===== src/rtl/aes_round_ctrl.sv =====
// aes_round_ctrl: sequences key expansion, round-key reads and AES rounds.
// Define AES_KEY_REUSE_EN to add reuse_key and skip re-expansion of a valid key.
module aes_round_ctrl #(
  parameter int NUM_ROUNDS  = 10,
  parameter int KEY_TIMEOUT = 255
) (
  input  logic       clk,
  input  logic       rst,
  input  logic       start,
  input  logic       abort,
`ifdef AES_KEY_REUSE_EN
  input  logic       reuse_key,
`endif
  output logic       key_en,
  input  logic       key_done,
  output logic       key_rd_en,
  output logic [3:0] addr,
  output logic       rnd_start,
  output logic       rnd_first,
  output logic       rnd_last,
  input  logic       rnd_done,
  output logic [3:0] round_cnt,
  output logic       busy,
  output logic       done,
  output logic       err
);

  typedef enum logic [2:0] {
    IDLE,
    KEY_EXP,
    KEY_RD,
    ROUND,
    WAIT_RND,
    DONE
  } state_t;

  localparam logic [3:0] LAST = 4'(NUM_ROUNDS);
  localparam logic [8:0] TMO  = 9'(KEY_TIMEOUT);

  state_t     state, state_n;
  logic [7:0] tmo_cnt, tmo_n;
  logic       key_en_n, rd_n, rs_n, rf_n, rl_n;
  logic       done_n, err_n, busy_n, tmo_hit;
  logic [3:0] addr_n, cnt_n;
  logic       reuse_ok;
  logic       cancel;

  assign cancel = abort && (state != IDLE);

`ifdef AES_KEY_REUSE_EN
  logic key_valid;

  // Remember a completed expansion so a later start may skip it.
  always_ff @(posedge clk or negedge rst) begin
    if (!rst) begin
      key_valid <= 1'b0;
    end else if (cancel) begin
      key_valid <= 1'b0;
    end else if (state == KEY_EXP && key_done) begin
      key_valid <= 1'b1;
    end else if (tmo_hit) begin
      key_valid <= 1'b0;
    end
  end

  assign reuse_ok = reuse_key & key_valid;
`else
  assign reuse_ok = 1'b0;
`endif

  // Next state and next registered outputs.
  always_comb begin
    state_n  = state;
    tmo_n    = tmo_cnt;
    key_en_n = key_en;
    rd_n     = 1'b0;
    addr_n   = 4'd0;
    rs_n     = 1'b0;
    rf_n     = 1'b0;
    rl_n     = 1'b0;
    cnt_n    = round_cnt;
    done_n   = 1'b0;
    err_n    = err;
    tmo_hit  = 1'b0;
    unique case (state)
      IDLE: begin
        if (start) begin
          cnt_n = 4'd0;
          err_n = 1'b0;
          tmo_n = 8'd0;
          if (reuse_ok) begin
            state_n = KEY_RD;
            rd_n    = 1'b1;
          end else begin
            state_n  = KEY_EXP;
            key_en_n = 1'b1;
          end
        end
      end
      KEY_EXP: begin
        if (key_done) begin
          key_en_n = 1'b0;
          state_n  = KEY_RD;
          rd_n     = 1'b1;
          addr_n   = round_cnt;
        end else if ({1'b0, tmo_cnt} + 9'd1 == TMO) begin
          tmo_hit  = 1'b1;
          err_n    = 1'b1;
          key_en_n = 1'b0;
          state_n  = IDLE;
        end else begin
          tmo_n = tmo_cnt + 8'd1;
        end
      end
      KEY_RD: begin
        state_n = ROUND;
        rs_n    = 1'b1;
        rf_n    = (round_cnt == 4'd0);
        rl_n    = (round_cnt == LAST);
      end
      ROUND: begin
        state_n = WAIT_RND;
      end
      WAIT_RND: begin
        if (rnd_done) begin
          if (round_cnt < LAST) begin
            cnt_n   = round_cnt + 4'd1;
            state_n = KEY_RD;
            rd_n    = 1'b1;
            addr_n  = round_cnt + 4'd1;
          end else begin
            state_n = DONE;
            done_n  = 1'b1;
          end
        end
      end
      DONE: begin
        state_n = IDLE;
      end
      default: begin
        state_n = IDLE;
      end
    endcase
    if (cancel) begin
      state_n  = IDLE;
      tmo_n    = tmo_cnt;
      key_en_n = 1'b0;
      rd_n     = 1'b0;
      addr_n   = 4'd0;
      rs_n     = 1'b0;
      rf_n     = 1'b0;
      rl_n     = 1'b0;
      cnt_n    = round_cnt;
      done_n   = 1'b0;
      err_n    = err;
      tmo_hit  = 1'b0;
    end
    busy_n = (state_n != IDLE);
  end

  // State and output registers.
  always_ff @(posedge clk or negedge rst) begin
    if (!rst) begin
      state     <= IDLE;
      tmo_cnt   <= 8'd0;
      key_en    <= 1'b0;
      key_rd_en <= 1'b0;
      addr      <= 4'd0;
      rnd_start <= 1'b0;
      rnd_first <= 1'b0;
      rnd_last  <= 1'b0;
      round_cnt <= 4'd0;
      busy      <= 1'b0;
      done      <= 1'b0;
      err       <= 1'b0;
    end else begin
      state     <= state_n;
      tmo_cnt   <= tmo_n;
      key_en    <= key_en_n;
      key_rd_en <= rd_n;
      addr      <= addr_n;
      rnd_start <= rs_n;
      rnd_first <= rf_n;
      rnd_last  <= rl_n;
      round_cnt <= cnt_n;
      busy      <= busy_n;
      done      <= done_n;
      err       <= err_n;
    end
  end

endmodule

===== config.mk =====
export PLATFORM = sky130hd
export DESIGN_NAME = aes_round_ctrl
export DESIGN_NICKNAME = d
export VERILOG_FILES = /design/src/rtl/aes_round_ctrl.sv
export SDC_FILE = /design/constraint.sdc
export NUM_CORES = 1
export LEC_CHECK = 0
export CORE_MARGIN = 10
export CORE_UTILIZATION = 48
export DETAILED_ROUTE_END_ITERATION = 10
export PLACE_DENSITY = 0.75
export RECOVER_POWER = 25
export SLEW_MARGIN = 5
export SYNTH_ARGS = -nofsm -noshare
export SYNTH_HDL_FRONTEND = slang
export SYNTH_SLANG_ARGS = --single-unit

===== constraint.sdc =====
create_clock -name clk -period 2.2 [get_ports clk]
set_input_delay 0.66 -clock clk [delete_from_list [all_inputs] [get_ports clk]]
set_output_delay 0.66 -clock clk [all_outputs]
set_load 0.02 [all_outputs]

==> results of run 1 <==
==> what timing repair did <==
action	4_1_cts	5_1_grt
setup buffers	0	0
endpoints found under the setup margin	0	2
resized for setup	0	2
==> cell families after synthesis <==
group	count (synthesis)
xor+xnor	2
simple gates	70
flops	27
buf+inv	13
fa+ha+maj	6
compound gates	39
mux	3
==> path summary, 6_finish.rpt <==
check / start / to / slack [ps] / cells after the start
max: round_cnt[3] / round_cnt[3] / 100 / 1
max reg2reg: tmo_cnt[0] / tmo_cnt[1] / 140 / 8
max in group asynchronous: rst / round_cnt[0] / 1180 / 2
min: err / err / 540 / 1
min in group asynchronous: rst / rnd_last / 750 / 2
min reg2reg: err / err / 540 / 1
==> flip-flops by register name (all words and copies together), names as in the netlist <==
register / flops
rnd_first: 1
rnd_last: 1
addr: 4
err: 1
key_rd_en: 1
busy: 1
done: 1
round_cnt: 4
state: 3
rnd_start: 1
tmo_cnt: 8
key_en: 1
==> layout by cell type (no fill, tap or decap), types with 2 or more instances in the layout <==
master,count
or3_1,2
o221ai_1,2
nor3_1,4
nand4_1,3
dfrtp_2,2
mux2i_1,3
a32oi_1,2
clkdlybuf4s50_1,20
a211oi_1,2
a21oi_1,7
ha_1,5
nand2b_1,7
nand3b_1,2
clkbuf_4,3
nor2_1,17
nor3b_1,2
and3_1,6
buf_4,16
dfrtp_1,25
xnor2_1,2
a31oi_1,3
o21ai_0,12
nand2_1,14
inv_1,6
nand3_1,6
==> power by group through the flow <==
stage               clock, mW  combinational [mW]  sequential (mW)
CTS                     0.237               0.659            0.613
detailed placement          0               0.658            0.622
global placement            0               0.637            0.618
floorplan                   0               0.362            0.651
finish                  0.232               0.661            0.614
global route            0.253               0.728            0.623
==> area by class of cell <==
type,instances,area share
Clock buffer,3,0.0121
Clock inverter,1,0.00472
Inverter,6,0.0121
Multi-Input combinational cell,120,0.405
Sequential cell,27,0.366
Tap cell,33,0.0223
Timing Repair Buffer,37,0.178
==> per-layer routing <==
metal / vias to the layer above / global-route usage / part of all wire
li1: 641 / - / -
met5: - / 0 / 0
met3: 2 / 0.0313 / 0.064
met4: 0 / 0.0371 / 0.0058
met1: 617 / 0.166 / 0.46
met2: 30 / 0.206 / 0.47
==> impl_metrics.ini, run 1 <==
[timing]
finalSetupViolations = 0
holdWs_ps = 542
tightest_slew_ps = 402
rsz0062_at_grt = no
setup_tns_ps = 0
fin_crit_sh = 0.955
final_max_slew_viol_count = 0
skew_ps = 11.4
timing.slew.headroom = 0.730
fin_crit_ps = 2100
final_hold_viol_count = 0
worst_slack_ps = 99.7
clock.fmax_mhz = 476

[synthesis]
synth-seq-cells = 27
synth-simple-area-share = 0.244
synth.most_common_cell = dfrtp_1
muxShareOfSynthArea = 0.0202
synth-compound-area-share = 0.180
synth_fa_ha_area_frac = 0.0497
ys_seq_area_frac = 0.455
synthesis.area_um2 = 1480
syn-instance-count = 160
yosysWarnings = 0
avgSynthCellArea_um2 = 9.27
synth-edff-count = 0
synth_commonest_cells = 27 x dfrtp_1, 17 x nor2_1, 14 x nand2_1
synth_nets = 171
ys.flop_type = dfrtp_1
synth_top_area_cell = dfrtp_1
synthTopCellsByArea = dfrtp_1 46%, nor2_1 4.3%, ha_1 4.2%
synth_top_family_by_area = simple AND/OR/NAND/NOR gates
ys_types = 43
synth_xor_area_frac = 0.0118
ys_async_sr_fraction = 1.00
synth_top_area_frac = 0.455

[cts]
cts_buffers = 3
cts_hold_buf = 0
cts_tree = yes
h-tree-depth = 1
clk_path_buf_depth = 2
cts.root.buffer_cell = clkbuf_4
clk-insertion-delay-late_ps = 330
clk_pin_slew_ps = 160
cts.sinks = 27

[place]
hpwlAfterDp_mm = 2.65
placedCellCount = 223
numPortBuffers = 21
globalplace.congestion = 0.837
preCtsSetupSlack_ps = -156
dpl-instance-area_um2 = 1820

[cells_and_area]
stdcell_area_um2 = 1850
nets = 206
final_util = 0.618
seqCellArea_um2 = 678
drive_above_1_share = 0.134
antennaDiodeCount = 0
multiInputGateArea_um2 = 751
fillers = 272
stdcell_count = 227
area_delta_synth_final_pct = 25.0

[setup_path]
cp_num_buf_inv = 1
cp_cell_sequence = clkdlybuf4s50_1
crit_family = buffers and inverters
crit_path_start_kind = register
cp.required_ps = 1540
worst_path_max_delay_cell = clkdlybuf4s50_1
slowest_delay_ps = 640
worstPathArrival_ps = 1440
worstPathMaxFanout = 6
path_class = reg2out
endpoint_kind = output port

[routing]
vias = 1290
viasPerCell = 5.68
drc = 0
firstDrtPassIters = 6
wl_per_cell_um = 15.1
drtIter0Drc = 103
routed_wl_mm = 3.43
ant_nets = 0

[die]
dieWidth_um = 75.6
start_util = 0.494
fp.coreArea_um2 = 3000
row_count = 20
dieArea_um2 = 5720
io_pins = 22
die_h_um = 75.6

[run]
cap_violations = 0

[power]
internal_power_mw = 0.926
pwr-share-seq = 0.407
power_mw = 1.51
peakVddDrop_mv = 0.482
switchingPower_mw = 0.580
power_density_nw_per_um2 = 812
p_clk_frac = 0.154
p_leak_nw = 0.831
combPwrFrac = 0.439
swShare = 0.385

[grt]
grt_pass1_wl_mm = 5.83
antenna_found_initial = 0
grt_use_total = 0.128
grt-ovfl-total = 0
grt_start_max_net_pins = 28
grt_pass1_vias = 1284

[min_path]
hold_path_class = reg2reg

[status]
status = complete, no violations
Power figures use the tool's default switching activity.
==> run 2, diff against run 1 <==
- HOLD_SLACK_MARGIN: not set -> 0.06
==> results of run 2 <==
Same layout as run 1: the final DEF is identical, and so are final timing and power.
